**config.mk**
```make
export PLATFORM = sky130hd
export DESIGN_NAME = decode_stage
export DESIGN_NICKNAME = d
export VERILOG_FILES = /design/src/rtl/rv_pkg.sv /design/src/rtl/rv_decode.sv /design/src/rtl/decode_stage.sv
export SDC_FILE = /design/constraint.sdc
export NUM_CORES = 1
export LEC_CHECK = 0
export BUFFER_PORTS_ARGS = -buffer_cell sky130_fd_sc_hd__buf_4
export CAP_MARGIN = 25
export CORE_ASPECT_RATIO = 1.4
export CORE_MARGIN = 4
export CORE_UTILIZATION = 45
export DETAILED_ROUTE_END_ITERATION = 7
export GPL_TIMING_DRIVEN = 0
export HOLD_SLACK_MARGIN = 0.12
export PLACE_DENSITY_LB_ADDON = 0.05
export SLEW_MARGIN = 40
export SYNTH_ARGS = -nofsm -noshare
export SYNTH_HDL_FRONTEND = slang
export SYNTH_HIERARCHICAL = 1
export SYNTH_SLANG_ARGS = --single-unit
```
**constraint.sdc**
```tcl
create_clock -name clk_i -period 2.95 [get_ports clk_i]
set_input_delay 0.1475 -clock clk_i [delete_from_list [all_inputs] [get_ports clk_i]]
set_output_delay 0.1475 -clock clk_i [all_outputs]
set_load 0.02 [all_outputs]
```
**src/rtl/rv_pkg.sv**
```systemverilog
// Shared RV32I decode definitions: encoding constants, control codes and the
// decoded bundle carried from decode to execute.
package rv_pkg;

    localparam logic [6:0] OPC_LUI      = 7'b0110111;
    localparam logic [6:0] OPC_AUIPC    = 7'b0010111;
    localparam logic [6:0] OPC_JAL      = 7'b1101111;
    localparam logic [6:0] OPC_JALR     = 7'b1100111;
    localparam logic [6:0] OPC_BRANCH   = 7'b1100011;
    localparam logic [6:0] OPC_LOAD     = 7'b0000011;
    localparam logic [6:0] OPC_STORE    = 7'b0100011;
    localparam logic [6:0] OPC_OP_IMM   = 7'b0010011;
    localparam logic [6:0] OPC_OP       = 7'b0110011;
    localparam logic [6:0] OPC_MISC_MEM = 7'b0001111;
    localparam logic [6:0] OPC_SYSTEM   = 7'b1110011;

    localparam logic [2:0] F3_ADD_SUB = 3'd0;
    localparam logic [2:0] F3_SLL     = 3'd1;
    localparam logic [2:0] F3_SLT     = 3'd2;
    localparam logic [2:0] F3_SLTU    = 3'd3;
    localparam logic [2:0] F3_XOR     = 3'd4;
    localparam logic [2:0] F3_SRL_SRA = 3'd5;
    localparam logic [2:0] F3_OR      = 3'd6;
    localparam logic [2:0] F3_AND     = 3'd7;

    localparam logic [6:0] F7_BASE   = 7'b0000000;
    localparam logic [6:0] F7_ALT    = 7'b0100000;
    localparam logic [6:0] F7_MULDIV = 7'b0000001;

    // M ops are ALU_MUL + funct3, so their order must follow funct3.
    localparam logic [4:0] ALU_ADD    = 5'd0;
    localparam logic [4:0] ALU_SUB    = 5'd1;
    localparam logic [4:0] ALU_SLL    = 5'd2;
    localparam logic [4:0] ALU_SLT    = 5'd3;
    localparam logic [4:0] ALU_SLTU   = 5'd4;
    localparam logic [4:0] ALU_XOR    = 5'd5;
    localparam logic [4:0] ALU_SRL    = 5'd6;
    localparam logic [4:0] ALU_SRA    = 5'd7;
    localparam logic [4:0] ALU_OR     = 5'd8;
    localparam logic [4:0] ALU_AND    = 5'd9;
    localparam logic [4:0] ALU_LUI    = 5'd10;
    localparam logic [4:0] ALU_MUL    = 5'd11;
    localparam logic [4:0] ALU_MULH   = 5'd12;
    localparam logic [4:0] ALU_MULHSU = 5'd13;
    localparam logic [4:0] ALU_MULHU  = 5'd14;
    localparam logic [4:0] ALU_DIV    = 5'd15;
    localparam logic [4:0] ALU_DIVU   = 5'd16;
    localparam logic [4:0] ALU_REM    = 5'd17;
    localparam logic [4:0] ALU_REMU   = 5'd18;

    // LSU codes reuse funct3; mem_wr_sig tells loads from stores.
    localparam logic [2:0] LSU_LB  = 3'd0;
    localparam logic [2:0] LSU_LH  = 3'd1;
    localparam logic [2:0] LSU_LW  = 3'd2;
    localparam logic [2:0] LSU_LBU = 3'd4;
    localparam logic [2:0] LSU_LHU = 3'd5;
    localparam logic [2:0] LSU_SB  = 3'd0;
    localparam logic [2:0] LSU_SH  = 3'd1;
    localparam logic [2:0] LSU_SW  = 3'd2;

    localparam logic [2:0] BR_BEQ  = 3'd0;
    localparam logic [2:0] BR_BNE  = 3'd1;
    localparam logic [2:0] BR_JAL  = 3'd2;
    localparam logic [2:0] BR_JALR = 3'd3;
    localparam logic [2:0] BR_BLT  = 3'd4;
    localparam logic [2:0] BR_BGE  = 3'd5;
    localparam logic [2:0] BR_BLTU = 3'd6;
    localparam logic [2:0] BR_BGEU = 3'd7;

    localparam logic [1:0] DO_IMM_RS1 = 2'd0;
    localparam logic [1:0] DO_RS2_RS1 = 2'd1;
    localparam logic [1:0] DO_IMM_PC  = 2'd2;

    localparam logic [1:0] DD_ALU = 2'd0;
    localparam logic [1:0] DD_MEM = 2'd1;
    localparam logic [1:0] DD_PC  = 2'd2;

    typedef struct packed {
        logic        br_sig;
        logic [2:0]  br_op;
        logic [2:0]  lsu_op;
        logic [4:0]  alu_op;
        logic [1:0]  data_origin;
        logic [1:0]  data_dest;
        logic [31:0] imm;
        logic [4:0]  rs1;
        logic [4:0]  rs2;
        logic [4:0]  rd;
        logic        reg_wr;
        logic        mem_wr;
        logic        illegal;
    } decoded_t;

    typedef enum logic [1:0] {
        OCC_EMPTY = 2'd0,
        OCC_ONE   = 2'd1,
        OCC_FULL  = 2'd2
    } occ_state_t;

    function automatic logic [4:0] base_alu_op(input logic [2:0] f3);
        logic [4:0] op;
        case (f3)
            F3_ADD_SUB: op = ALU_ADD;
            F3_SLL:     op = ALU_SLL;
            F3_SLT:     op = ALU_SLT;
            F3_SLTU:    op = ALU_SLTU;
            F3_XOR:     op = ALU_XOR;
            F3_SRL_SRA: op = ALU_SRL;
            F3_OR:      op = ALU_OR;
            default:    op = ALU_AND;
        endcase
        return op;
    endfunction

endpackage

```
**src/rtl/rv_decode.sv**
```systemverilog
// Combinational RV32I(+M) decoder: instruction word to control bundle.
// Illegal encodings return a zeroed bundle with only illegal and the raw register fields set.
module rv_decode
    import rv_pkg::*;
#(
    parameter int ENABLE_M = 0
) (
    input  logic [31:0] instr_i,
    output decoded_t    bundle_o
);

    logic [6:0]  w_opc;
    logic [2:0]  w_f3;
    logic [6:0]  w_f7;
    logic [31:0] w_imm_i;
    logic [31:0] w_imm_s;
    logic [31:0] w_imm_b;
    logic [31:0] w_imm_u;
    logic [31:0] w_imm_j;
    logic [31:0] w_imm_sh;
    logic        w_legal;
    logic        w_wr_rd;
    decoded_t    w_d;

    assign w_opc    = instr_i[6:0];
    assign w_f3     = instr_i[14:12];
    assign w_f7     = instr_i[31:25];
    assign w_imm_i  = {{20{instr_i[31]}}, instr_i[31:20]};
    assign w_imm_s  = {{20{instr_i[31]}}, instr_i[31:25], instr_i[11:7]};
    assign w_imm_b  = {{20{instr_i[31]}}, instr_i[7], instr_i[30:25], instr_i[11:8], 1'b0};
    assign w_imm_u  = {instr_i[31:12], 12'h000};
    assign w_imm_j  = {{12{instr_i[31]}}, instr_i[19:12], instr_i[20], instr_i[30:21], 1'b0};
    assign w_imm_sh = {27'd0, instr_i[24:20]};

    always_comb begin
        w_d     = '0;
        w_legal = 1'b1;
        w_wr_rd = 1'b0;
        case (w_opc)
            OPC_LUI: begin
                w_d.alu_op = ALU_LUI;
                w_d.imm    = w_imm_u;
                w_wr_rd    = 1'b1;
            end
            OPC_AUIPC: begin
                w_d.alu_op      = ALU_ADD;
                w_d.data_origin = DO_IMM_PC;
                w_d.imm         = w_imm_u;
                w_wr_rd         = 1'b1;
            end
            OPC_JAL: begin
                w_d.br_sig      = 1'b1;
                w_d.br_op       = BR_JAL;
                w_d.data_origin = DO_IMM_PC;
                w_d.data_dest   = DD_PC;
                w_d.imm         = w_imm_j;
                w_wr_rd         = 1'b1;
            end
            OPC_JALR: begin
                w_legal       = (w_f3 == 3'd0);
                w_d.br_sig    = 1'b1;
                w_d.br_op     = BR_JALR;
                w_d.data_dest = DD_PC;
                w_d.imm       = w_imm_i;
                w_wr_rd       = 1'b1;
            end
            OPC_BRANCH: begin
                w_legal         = (w_f3 != 3'd2) && (w_f3 != 3'd3);
                w_d.br_sig      = 1'b1;
                w_d.br_op       = w_f3;
                w_d.alu_op      = ALU_SUB;
                w_d.data_origin = DO_RS2_RS1;
                w_d.imm         = w_imm_b;
            end
            OPC_LOAD: begin
                w_legal       = (w_f3 != 3'd3) && (w_f3 != 3'd6) && (w_f3 != 3'd7);
                w_d.lsu_op    = w_f3;
                w_d.data_dest = DD_MEM;
                w_d.imm       = w_imm_i;
                w_wr_rd       = 1'b1;
            end
            OPC_STORE: begin
                w_legal       = (w_f3 < 3'd3);
                w_d.lsu_op    = w_f3;
                w_d.data_dest = DD_MEM;
                w_d.mem_wr    = 1'b1;
                w_d.imm       = w_imm_s;
            end
            OPC_OP_IMM: begin
                w_wr_rd = 1'b1;
                if (w_f3 == F3_SLL) begin
                    w_legal    = (w_f7 == F7_BASE);
                    w_d.alu_op = ALU_SLL;
                    w_d.imm    = w_imm_sh;
                end else if (w_f3 == F3_SRL_SRA) begin
                    w_legal    = (w_f7 == F7_BASE) || (w_f7 == F7_ALT);
                    w_d.alu_op = (w_f7 == F7_ALT) ? ALU_SRA : ALU_SRL;
                    w_d.imm    = w_imm_sh;
                end else begin
                    w_d.alu_op = base_alu_op(w_f3);
                    w_d.imm    = w_imm_i;
                end
            end
            OPC_OP: begin
                w_d.data_origin = DO_RS2_RS1;
                w_wr_rd         = 1'b1;
                if (w_f7 == F7_BASE) begin
                    w_d.alu_op = base_alu_op(w_f3);
                end else if (w_f7 == F7_ALT && w_f3 == F3_ADD_SUB) begin
                    w_d.alu_op = ALU_SUB;
                end else if (w_f7 == F7_ALT && w_f3 == F3_SRL_SRA) begin
                    w_d.alu_op = ALU_SRA;
                end else if (w_f7 == F7_MULDIV && ENABLE_M != 0) begin
                    w_d.alu_op = ALU_MUL + {2'b00, w_f3};
                end else begin
                    w_legal = 1'b0;
                end
            end
            OPC_MISC_MEM, OPC_SYSTEM: begin
                w_legal = 1'b1;
            end
            default: w_legal = 1'b0;
        endcase
        if (!w_legal) begin
            w_d         = '0;
            w_d.illegal = 1'b1;
        end
        w_d.rs1    = instr_i[19:15];
        w_d.rs2    = instr_i[24:20];
        w_d.rd     = instr_i[11:7];
        w_d.reg_wr = w_legal & w_wr_rd & (instr_i[11:7] != 5'd0);
    end

    assign bundle_o = w_d;

endmodule

```
**src/rtl/decode_stage.sv**
```systemverilog
// Registered decode stage: valid/ready on both sides, two-entry skid buffer (M drives
// the outputs, S absorbs one bundle under backpressure) so in_ready_o is purely registered.
module decode_stage
    import rv_pkg::*;
#(
    parameter int XLEN     = 32,
    parameter int ENABLE_M = 0,
    parameter int ALU_OP_W = 5
) (
    input  logic                clk_i,
    input  logic                rst_i,
    input  logic                flush_i,
    input  logic                in_valid_i,
    output logic                in_ready_o,
    input  logic [31:0]         instr_i,
    input  logic [XLEN-1:0]     pc_i,
    output logic                out_valid_o,
    input  logic                out_ready_i,
    output logic [XLEN-1:0]     pc_o,
    output logic                br_sig_o,
    output logic [2:0]          br_op_o,
    output logic [2:0]          lsu_op_o,
    output logic [ALU_OP_W-1:0] alu_op_o,
    output logic [1:0]          data_origin_o,
    output logic [1:0]          data_dest_o,
    output logic [XLEN-1:0]     imm_o,
    output logic [4:0]          reg_addr1_o,
    output logic [4:0]          reg_addr2_o,
    output logic [4:0]          reg_wr_addr_o,
    output logic                reg_wr_sig_o,
    output logic                mem_wr_sig_o,
    output logic                illegal_o,
    output logic [1:0]          dbg_state_o
);

    // Handshake: a transfer happens on a rising edge where valid and ready are both high.
    occ_state_t      r_state;
    occ_state_t      w_next_state;
    logic            r_in_ready;
    decoded_t        w_dec;
    decoded_t        r_m_bun;
    decoded_t        r_s_bun;
    logic [XLEN-1:0] r_m_pc;
    logic [XLEN-1:0] r_s_pc;
    logic            w_accept;
    logic            w_drain;
    logic            w_load_m_in;
    logic            w_load_s_in;
    logic            w_move_s;

    rv_decode #(.ENABLE_M(ENABLE_M)) u_dec (
        .instr_i  (instr_i),
        .bundle_o (w_dec)
    );

    assign w_accept = in_valid_i & r_in_ready;
    assign w_drain  = (r_state != OCC_EMPTY) & out_ready_i;

    always_ff @(posedge clk_i) begin
        if (rst_i) begin
            r_state    <= OCC_EMPTY;
            r_in_ready <= 1'b1;
        end else begin
            r_state    <= w_next_state;
            r_in_ready <= (w_next_state != OCC_FULL);
        end
    end

    always_comb begin
        w_next_state = r_state;
        if (flush_i) begin
            w_next_state = OCC_EMPTY;
        end else begin
            case (r_state)
                OCC_EMPTY: if (w_accept) w_next_state = OCC_ONE;
                OCC_ONE: begin
                    if (w_accept && !w_drain)      w_next_state = OCC_FULL;
                    else if (!w_accept && w_drain) w_next_state = OCC_EMPTY;
                end
                OCC_FULL:  if (w_drain) w_next_state = OCC_ONE;
                default:   w_next_state = OCC_EMPTY;
            endcase
        end
    end

    // FULL never accepts because in_ready_o is low there.
    always_comb begin
        w_load_m_in = 1'b0;
        w_load_s_in = 1'b0;
        w_move_s    = 1'b0;
        if (!flush_i) begin
            case (r_state)
                OCC_EMPTY: w_load_m_in = w_accept;
                OCC_ONE: begin
                    w_load_m_in = w_accept & w_drain;
                    w_load_s_in = w_accept & ~w_drain;
                end
                OCC_FULL:  w_move_s = w_drain;
                default: begin
                    w_load_m_in = 1'b0;
                end
            endcase
        end
    end

    always_ff @(posedge clk_i) begin
        if (rst_i) begin
            r_m_bun <= '0;
            r_m_pc  <= '0;
            r_s_bun <= '0;
            r_s_pc  <= '0;
        end else begin
            if (w_load_m_in) begin
                r_m_bun <= w_dec;
                r_m_pc  <= pc_i;
            end else if (w_move_s) begin
                r_m_bun <= r_s_bun;
                r_m_pc  <= r_s_pc;
            end
            if (w_load_s_in) begin
                r_s_bun <= w_dec;
                r_s_pc  <= pc_i;
            end
        end
    end

    assign in_ready_o    = r_in_ready;
    assign out_valid_o   = (r_state != OCC_EMPTY);
    assign pc_o          = r_m_pc;
    assign br_sig_o      = r_m_bun.br_sig;
    assign br_op_o       = r_m_bun.br_op;
    assign lsu_op_o      = r_m_bun.lsu_op;
    assign alu_op_o      = ALU_OP_W'(r_m_bun.alu_op);
    assign data_origin_o = r_m_bun.data_origin;
    assign data_dest_o   = r_m_bun.data_dest;
    assign imm_o         = XLEN'($signed(r_m_bun.imm));
    assign reg_addr1_o   = r_m_bun.rs1;
    assign reg_addr2_o   = r_m_bun.rs2;
    assign reg_wr_addr_o = r_m_bun.rd;
    assign reg_wr_sig_o  = r_m_bun.reg_wr;
    assign mem_wr_sig_o  = r_m_bun.mem_wr;
    assign illegal_o     = r_m_bun.illegal;
    assign dbg_state_o   = r_state;

endmodule

```
==> summary.txt, run 1 <==
Synthesis
  – Synth area leaders: dfxtp_1 (42%), nand2_1 (17%), a311oi_2 (14%)
  – Post-synth top area share: 42.3%
  – Gate Count Post-Synth: 1,180
  – Register bit total from synthesis: 199
  – Synth Net Count: 1,249
  – Syn avg cell area: 7.98 sq um
  – Post-Synthesis Cell Area: 9410 sq um
  – Post-synthesis sequential area ratio: 42.3%
  – Post-synth top area cell: dfxtp_1
  – Ys async rst share: 0%
  – Prevailing post-synth register cell: dfxtp_1
  – Post-synth EDFFs: 0
  – Synth warn: 6
  – Unique masters post-synth: 60

GRT
  – Largest net degree at the start of global routing: 20
  – First-pass GRT wire length: 45.5 mm
  – Vias in the first global route: 8,706
  – Overflow after GRT: 0
  – Initial antenna violation count: 0
  – Total Routing Usage GR: 24.7%

Die
  – Die Area: 23,300 sq um
  – Die Span Y: 179 um
  – # rows: 62
  – Top-Level Pins: 171
  – Core Area: 20,600 sq um
  – Die width: 130 um
  – Initial Util: 45.8%

Power
  – Worst vdd ir: 392 uV
  – PD cells: 509 nW/um^2
  – Leakage: 0.00439 uW
  – Pwr Total: 6170 uW

Finish
  – Post-route cell area: 12,100 sq um
  – Ant. Diodes: 0
  – Final Net Count: 1,485
  – Most common library cell in the layout ignoring fill and taps: nand2_1
  – Area Overhead vs Synth: 28.7%
  – Commonest cells after routing, fill and taps aside: nand2_1 (423), dfxtp_1 (199), buf_4 (184), a21oi_1 (126), nor2_1 (118)
  – Fraction of layout cells with a size suffix above 1: 24.6%
  – Fillers: 1,912

Placement
  – HPWL after DPL: 21.0 mm
  – GP Congestion: 0.920
  – Post-Place Worst Slack: 0.228 ns
  – Port bufs: 167
  – Placed Area: 11,000 sq um

Clock tree
  – Htree depth: 4
  – Deepest clock path buffer count: 2
  – Total CTS buffers: 17
  – CTS Hold Bufs: 50
  – Post-CTS setup buffers: 0
  – CTS root buf: clkbuf_16
  – Post-CTS sizing: 0
  – TritonCTS clock tree: yes
  – Sink Count: 199
  – Clock slew at reported path FFs: 0.08 ns
  – Clock Latency Late Sink: 0.44 ns

Detailed routing
  – DRC viols: 0
  – Final wirelength: 29.1 mm
  – Number of antenna-violating nets in the routed design: 0
  – Pre-antenna DRT Iters: 5
  – WL per Instance: 17.3 um
  – Total number of vias: 9,040
  – DRT iter0 DRCs: 619
  – DR vias/cell: 5.36

STA
  – Worst-margin pin slew: 0.770 ns
  – Final worst slack: 0.300 ns
  – RSZ-0062 raised after global routing: no
  – Hold violation total from the final report: 0
  – Max_slew headroom: 48.3%
  – Fin. max-slew vios: 0
  – Setup TNS: 0 ns
  – Max Freq: 0.377 GHz
  – Endpoints failing setup: 0
  – Final Critical Period: 2.65 ns
  – Period utilization: 89.8%
  – Skew final: 0.0125 ns

Run status
  – Outcome: completed

Critical path
  – Slowest stage cell, crit path: dlygate4sd3_1
  – CP Max Fanout: 10
  – Critical Path Source Type: input pin
  – CP bufs+invs: 3
  – Setup CP Type: input pin to flip-flop
  – Critical Path Sink Type: flip-flop
  – Cell Chain, Critical Path: dlygate4sd3_1, buf_4, or4_4, a2111oi_2, o31ai_1, o211a_4, buf_2, a21oi_1, nor2_1, a311oi_2
  – Top Family by Delay on Critical Path: compound AO/OA/AOI/OAI gates
  – Critical Path RT: 3.30 ns
  – Worst path max stage delay: 0.54 ns
  – Crit path DAT: 3.00 ns

Worst hold path
  – Hold crit path type: input pin to flip-flop

Run
  – # Max-Cap Violations: 0
sequential cells by signal (all words and copies together), names as in the netlist, 2 cells and up:
signal	cells
r_s_bun	66
reg_wr_addr_o	5
pc_o	32
alu_op_o	5
data_origin_o	2
r_s_pc	32
reg_addr2_o	5
dbg_state_o	2
lsu_op_o	3
imm_o	32
data_dest_o	2
br_op_o	3
reg_addr1_o	5
power breakdown:
part / total, uW / internal, uW / leakage, uW / switching [uW]
Combinational: 892 / 386 / 0.00247 / 506
Sequential: 2830 / 2780 / 0.00162 / 54.9
Clock: 2440 / 1290 / 0.000303 / 1150
Total: 6170 / 4460 / 0.00439 / 1710
final cells by class:
cell class              count  area, sq um  share of cell area, %
multi-input cells         858         4790                   39.6
flip-flops and latches    199         3980                   32.9
repair buffers            217         1750                   14.5
plain buffers             118          627                   5.18
clock buffers              17          425                   3.51
well taps                 256          320                   2.64
clock inverters            15          191                   1.58
inverters                   5         18.8                  0.155
layer usage:
metal,global-route usage [%],vias up,wire (um)
met4,8.62,0,746
met5,0,-,0
met3,4.20,39,1890
met2,43.0,287,14600
li1,-,4490,-
met1,30.6,4224,11800
cells by family (layout without fill, tap and decap cells):
group	count (synthesis)	after routing	share of synthesized area, %
other	1	1	0.0398
buffers and inverters	123	372	6.86
and+or+nand+nor	598	598	25.9
muxes	1	1	0.106
xor gates and xnor gates	3	3	0.279
DFF	199	199	42.3
AOI/OAI and AO/OA	255	255	24.5
worst paths after layout:
path | start | to | slack, ns | cells past startpoint
max | instr_i[27] | br_op_o[1]$_SDFFE_PP0P_ | 0.30 | 10
min | instr_i[25] | r_s_bun[23]$_SDFFE_PP0P_ | 0.13 | 5
max reg2reg | dbg_state_o[1]$_SDFF_PP0_ | pc_o[24]$_SDFFE_PP0P_ | 0.75 | 6
min reg2reg | r_s_bun[54]$_SDFFE_PP0P_ | r_s_bun[54]$_SDFFE_PP0P_ | 0.45 | 2
through the flow:
stage / cells / hold slack [ns] / utilization (%)
detailed placement: 1603 / 0.393 / 53.5
CTS: 1685 / 0.120 / 58.9
finish: 1685 / 0.127 / 58.9
floorplan: 1180 / 0.227 / -
global route: 1685 / 0.144 / 58.9
global placement: 1603 / 0.372 / 53.4
worst reg2reg max path: cells and delay by family (launching register included):
kind                   cells  cell delay, ns
AOI/OAI and AO/OA          1            0.30
and+or+nand+nor            3            0.60
DFF                        1            0.53
buffers and inverters      2            0.69
synthesized netlist by cell type, types with 5 or more instances:
cell and number:
nand4_1 5, a21oi_1 126, nor3_1 11, clkbuf_1 63
o21ai_0 5, buf_2 24, nand2_1 423, a311oi_2 90
inv_1 5, buf_4 17, nor2_1 118, a311oi_1 8
dfxtp_1 199, nand3_1 10, buf_6 12
Note: power is estimated with default switching activity, not from simulation.
==> run 2, diff against run 1 <==
BUFFER_PORTS_ARGS = -buffer_cell sky130_fd_sc_hd__buf_2   (was -buffer_cell sky130_fd_sc_hd__buf_4)
==> summary.txt, run 2 (same netlist as run 1, synthesis figures left out) <==
Run status
  – Outcome: completed (unchanged)

STA
  – Skew final: 0.0104 ns (was 0.0125 ns)
  – Final Critical Period: 2.75 ns (was 2.65 ns)
  – Hold violation total from the final report: 0 (unchanged)
  – Max_slew headroom: 47.9% (was 48.3%)
  – Endpoints failing setup: 0 (unchanged)
  – Setup TNS: 0 ns (unchanged)
  – Worst-margin pin slew: 0.775 ns (was 0.770 ns)
  – RSZ-0062 raised after global routing: no (unchanged)
  – Fin. max-slew vios: 0 (unchanged)
  – Period utilization: 93.2% (was 89.8%)
  – Worst hold slack: 0.132 ns (was 0.127 ns)
  – Max Freq: 0.364 GHz (was 0.377 GHz)

Clock tree
  – TritonCTS clock tree: yes (unchanged)
  – CTS root buf: clkbuf_16 (unchanged)
  – Post-CTS setup buffers: 0 (unchanged)
  – Total CTS buffers: 17 (unchanged)
  – Post-CTS sizing: 0 (unchanged)
  – Clock Latency Late Sink: 0.44 ns (about the same)
  – Htree depth: 4 (unchanged)
  – Deepest clock path buffer count: 2 (unchanged)
  – Sink Count: 199 (unchanged)
  – CTS Hold Bufs: 44 (was 50)
  – Clock slew at reported path FFs: 0.08 ns (about the same)

Finish
  – Layout Utilization: 56.5% (was 58.9%)
  – Fraction of layout cells with a size suffix above 1: 24.7% (was 24.6%)
  – Area Overhead vs Synth: 23.3% (was 28.7%)
  – Final Net Count: 1,479 (was 1,485)
  – Fillers: 1,988 (was 1,912)
  – Reg with most FFs: r_s_bun (unchanged)
  – Max reg flops: 66 (unchanged)
  – Most common library cell in the layout ignoring fill and taps: nand2_1 (unchanged)
  – Finished Layout Cells: 1,683 (was 1,685)
  – Commonest cells after routing, fill and taps aside: nand2_1 (423), dfxtp_1 (199), buf_2 (191), a21oi_1 (126), nor2_1 (118) (was nand2_1 (423), dfxtp_1 (199), buf_4 (184), a21oi_1 (126), nor2_1 (118))

Die
  – Top-Level Pins: 171 (unchanged)
  – Die Span Y: 179 um (unchanged)
  – Die width: 130 um (unchanged)
  – # rows: 62 (unchanged)
  – Core Area: 20,600 sq um (unchanged)
  – Initial Util: 45.8% (unchanged)
  – Die Area: 23,300 sq um (unchanged)

Detailed routing
  – Pre-antenna DRT Iters: 5 (unchanged)
  – DRT iter0 DRCs: 520 (was 619)
  – Number of antenna-violating nets in the routed design: 0 (unchanged)
  – Total number of vias: 8,991 (was 9,040)
  – DRC viols: 0 (unchanged)
  – DR vias/cell: 5.34 (was 5.36)
  – WL per Instance: 17.3 um (about the same)
  – Final wirelength: 29.2 mm (was 29.1 mm)

GRT
  – First-pass GRT wire length: 45.6 mm (was 45.5 mm)
  – Total Routing Usage GR: 24.9% (was 24.7%)
  – Largest net degree at the start of global routing: 19 (was 20)
  – Vias in the first global route: 8,611 (was 8,706)
  – Overflow after GRT: 0 (unchanged)
  – Initial antenna violation count: 4 (was 0)

Placement
  – Port bufs: 167 (unchanged)
  – DP Cell Count: 1,603 (unchanged)
  – HPWL after DPL: 21.0 mm (about the same)
  – GP Congestion: 0.925 (was 0.920)

Run
  – # Max-Cap Violations: 0 (unchanged)

Critical path
  – Reg2reg start: dbg_state_o[1]$_SDFF_PP0_ (unchanged)
  – Critical Path Source Type: input pin (unchanged)
  – Critical Path RT: 3.30 ns (about the same)
  – Worst setup startpoint: instr_i[27] (unchanged)
  – CP Max Fanout: 10 (unchanged)
  – Critical Path Sink Type: flip-flop (unchanged)
  – Setup CP Type: input pin to flip-flop (unchanged)
  – Crit path DAT: 3.10 ns (was 3.00 ns)

Power
  – Worst vdd ir: 412 uV (was 392 uV)
  – Leakage: 0.00427 uW (was 0.00439 uW)
  – PD cells: 516 nW/um^2 (was 509 nW/um^2)

Worst hold path
  – Hold crit path type: input pin to flip-flop (unchanged)
  – Hold_sp: instr_i[25] (unchanged)
run 2: changes by cell type in the layout (fill, tap and decap cells not counted), moves of 2 or more:
cell,delta
inv_8,+2
buf_4,-167
inv_6,-2
dlygate4sd3_1,-6
diode_2,+4
buf_2,+167
clkinv_8,-3
clkinvlp_4,+2
run 2: per-layer routing:
metal  GRT usage [%]  vias to the layer above  wire (um)
li1                -                     4470          -
met1            31.0                     4195      12300
met2            42.1                      267      14200
met3            4.74                       57       1640
met4            9.66                        2        989
met5               0                        -         10
run 2: critical path, cell delays in order:
cell,delay [ns]
dlygate4sd3_1,0.53
buf_2,0.14
or4_4,0.51
a2111oi_2,0.33
o31ai_1,0.14
o211a_4,0.29
buf_2,0.21
a21oi_1,0.43
nor2_1,0.12
a311oi_2,0.25
run 2: cell type report:
class | count | area, sq um | area share (%)
Timing Repair Buffer | 211 | 1280 | 11.0
Sequential cell | 199 | 3980 | 34.3
Clock inverter | 13 | 136 | 1.18
Antenna cell | 4 | 10.0 | 0.0862
Multi-Input combinational cell | 858 | 4790 | 41.3
Inverter | 5 | 18.8 | 0.162
Buffer | 118 | 627 | 5.40
Tap cell | 256 | 320 | 2.76
Clock buffer | 19 | 443 | 3.82
run 2: worst paths after layout:
kind | end | slack, ns | cells after the start
worst max-delay path | br_op_o[1]$_SDFFE_PP0P_ | 0.20 | 10
worst max register to register | pc_o[24]$_SDFFE_PP0P_ | 0.76 | 6
worst min register to register | r_s_bun[54]$_SDFFE_PP0P_ | 0.46 | 2
worst min-delay path | r_s_bun[23]$_SDFFE_PP0P_ | 0.13 | 5
run 2: report_power, final:
| group | internal [uW] | leakage [uW] | total, uW | switching, uW |
|---|---|---|---|---|
| clock | 1220 | 0.000280 | 2340 | 1120 |
| sequential | 2780 | 0.00162 | 2830 | 50.2 |
| combinational | 309 | 0.00237 | 813 | 504 |
| total | 4310 | 0.00427 | 5980 | 1680 |
run 2: through the flow:
stage / instance area [sq um] / worst slack, ns / power (uW)
finish: 11600 / 0.200 / 5980
global route: 11600 / 0.147 / 6210
CTS: 11600 / 0.279 / 6030
detailed placement: 10600 / 0.194 / 3660
global placement: 10600 / 0.145 / 3660
floorplan: 9410 / 0.873 / 3380
==> run 3, diff against run 2 <==
PLACE_DENSITY = 0.67   (was not set)
PLACE_DENSITY_LB_ADDON = not set   (was 0.05)
==> summary.txt, run 3 (same netlist as run 1, synthesis figures left out) <==
Finish
  – Reg with most FFs: r_s_bun (unchanged)
  – Max reg flops: 66 (unchanged)
  – Area Overhead vs Synth: 24.0% (was 23.3%)
  – Ant. Diodes: 0 (was 4)
  – Layout Utilization: 56.8% (was 56.5%)
  – Final Net Count: 1,483 (was 1,479)
  – Fraction of layout cells with a size suffix above 1: 24.7% (about the same)
  – Most common library cell in the layout ignoring fill and taps: nand2_1 (unchanged)
  – Commonest cells after routing, fill and taps aside: nand2_1 (423), dfxtp_1 (199), buf_2 (191), a21oi_1 (126), nor2_1 (118) (unchanged)

Die
  – Initial Util: 45.8% (unchanged)
  – Top-Level Pins: 171 (unchanged)
  – # rows: 62 (unchanged)
  – Core Area: 20,600 sq um (unchanged)
  – Die width: 130 um (unchanged)
  – Die Span Y: 179 um (unchanged)
  – Die Area: 23,300 sq um (unchanged)

Clock tree
  – Post-CTS setup buffers: 0 (unchanged)
  – Clock Latency Late Sink: 0.44 ns (about the same)
  – Clock slew at reported path FFs: 0.07 ns (was 0.08 ns)
  – Deepest clock path buffer count: 2 (unchanged)
  – Total CTS buffers: 17 (unchanged)
  – CTS root buf: clkbuf_16 (unchanged)
  – Sink Count: 199 (unchanged)
  – Htree depth: 4 (unchanged)
  – TritonCTS clock tree: yes (unchanged)

Critical path
  – FF-to-FF setup slack: 0.79 ns (was 0.76 ns)
  – Critical Path RT: 3.31 ns (was 3.30 ns)
  – CP bufs+invs: 3 (unchanged)
  – Worst path max stage delay: 0.54 ns (was 0.53 ns)
  – Critical Path Sink Type: flip-flop (unchanged)
  – Crit path DAT: 3.01 ns (was 3.10 ns)
  – Slowest stage cell, crit path: dlygate4sd3_1 (unchanged)
  – Top Family by Delay on Critical Path: compound AO/OA/AOI/OAI gates (unchanged)
  – Critical Path Source Type: input pin (unchanged)
  – CP Max Fanout: 10 (unchanged)
  – Cell Chain, Critical Path: dlygate4sd3_1, buf_2, or4_4, nor3_1, a21oi_1, o211a_4, buf_2, a21oi_1, nor2_1, a311oi_2 (was dlygate4sd3_1, buf_2, or4_4, a2111oi_2, o31ai_1, o211a_4, buf_2, a21oi_1, nor2_1, a311oi_2)
  – Setup CP Type: input pin to flip-flop (unchanged)

Detailed routing
  – Total number of vias: 9,128 (was 8,991)
  – WL per Instance: 17.1 um (was 17.3 um)
  – Number of antenna-violating nets in the routed design: 0 (unchanged)
  – Final wirelength: 28.8 mm (was 29.2 mm)
  – Pre-antenna DRT Iters: 7 (was 5)
  – DRT iter0 DRCs: 622 (was 520)
  – DRC viols: 0 (unchanged)
  – DR vias/cell: 5.42 (was 5.34)

Power
  – Leakage: 0.00430 uW (was 0.00427 uW)
  – PD cells: 520 nW/um^2 (was 516 nW/um^2)
  – Worst vdd ir: 382 uV (was 412 uV)

STA
  – Setup TNS: 0 ns (unchanged)
  – Worst-margin pin slew: 0.764 ns (was 0.775 ns)
  – Endpoints failing setup: 0 (unchanged)
  – Hold violation total from the final report: 0 (unchanged)
  – Period utilization: 90.0% (was 93.2%)
  – Max_slew headroom: 49.1% (was 47.9%)
  – Final Critical Period: 2.65 ns (was 2.75 ns)
  – Fin. max-slew vios: 0 (unchanged)
  – Skew final: 0.00839 ns (was 0.0104 ns)
  – Max Freq: 0.377 GHz (was 0.364 GHz)
  – RSZ-0062 raised after global routing: no (unchanged)

GRT
  – Vias in the first global route: 8,418 (was 8,611)
  – Overflow after GRT: 0 (unchanged)
  – Total Routing Usage GR: 24.5% (was 24.9%)
  – First-pass GRT wire length: 45.0 mm (was 45.6 mm)
  – Largest net degree at the start of global routing: 20 (was 19)
  – Initial antenna violation count: 1 (was 4)

Placement
  – GP Congestion: 0.905 (was 0.925)
  – Port bufs: 167 (unchanged)
  – HPWL after DPL: 20.9 mm (was 21.0 mm)

Run
  – # Max-Cap Violations: 0 (unchanged)

Run status
  – Outcome: completed (unchanged)

Worst hold path
  – Hold crit path type: input pin to flip-flop (unchanged)
-- run 3: changes by cell type in the layout (fill, tap and decap cells not counted), sizes merged --
cell	change
diode	-4
clkbuf	-2
clkinv	+2
inv	-1
bufinv	+1
dlygate4sd3	+4
-- run 3: where the power goes --
part           leakage (uW)  total [uW]  switching (uW)  internal (uW)
logic               0.00239         814             502            312
registers           0.00162        2830            52.7           2780
clock network      0.000294        2420            1140           1290
-- run 3: worst reg2reg max path, delay by kind of cell (launching register included) --
family,cells,cell delay (ns)
flip-flops,1,0.54
AO/OA/AOI/OAI,1,0.28
AND/OR/NAND/NOR,3,0.58
buffers and inverters,2,0.68
-- run 3: what timing repair did --
action                    CTS  global route
hold buffers               48             0
gates resized for setup     0             0
hold endpoints to repair   84             0
-- run 3: stage by stage --
step	power [uW]	instances	hold slack (ns)	cell area (sq um)	setup WS (ns)
6_report	6070	1683	0.135	11700	0.296
5_1_grt	6310	1683	0.134	11700	0.185
4_1_cts	6110	1683	0.120	11700	0.332
3_5_place_dp	3660	1603	0.410	10600	0.247
3_3_place_gp	3650	1603	0.405	10600	0.230
2_1_floorplan	3380	1180	0.227	9410	0.873
-- run 3: final timing paths --
check                                  from  depth (start not counted)                 endpoint
setup / recovery                instr_i[25]                         10  br_op_o[1]$_SDFFE_PP0P_
hold / removal                   instr_i[7]                          4  r_s_bun[3]$_SDFFE_PP0P_
setup reg to reg  dbg_state_o[1]$_SDFF_PP0_                          6    pc_o[24]$_SDFFE_PP0P_
hold reg to reg     r_s_pc[31]$_SDFFE_PP0P_                          2  r_s_pc[31]$_SDFFE_PP0P_
-- run 3: layout make-up --
cell class / count / area, sq um
plain buffers: 118 / 627
multi-input cells: 858 / 4790
inverters: 5 / 18.8
repair buffers: 215 / 1320
flip-flops and latches: 199 / 3980
fillers: 1897 / 8880
clock inverters: 15 / 191
clock buffers: 17 / 425
well taps: 256 / 320
-- run 3: layer usage --
layer	GRT usage (%)	share of wire, %	up-vias
met5	0	0.045	-
met4	7.58	2.6	2
met2	42.7	49	314
li1	-	-	4485
met3	3.87	5.8	45
met1	30.7	42	4282
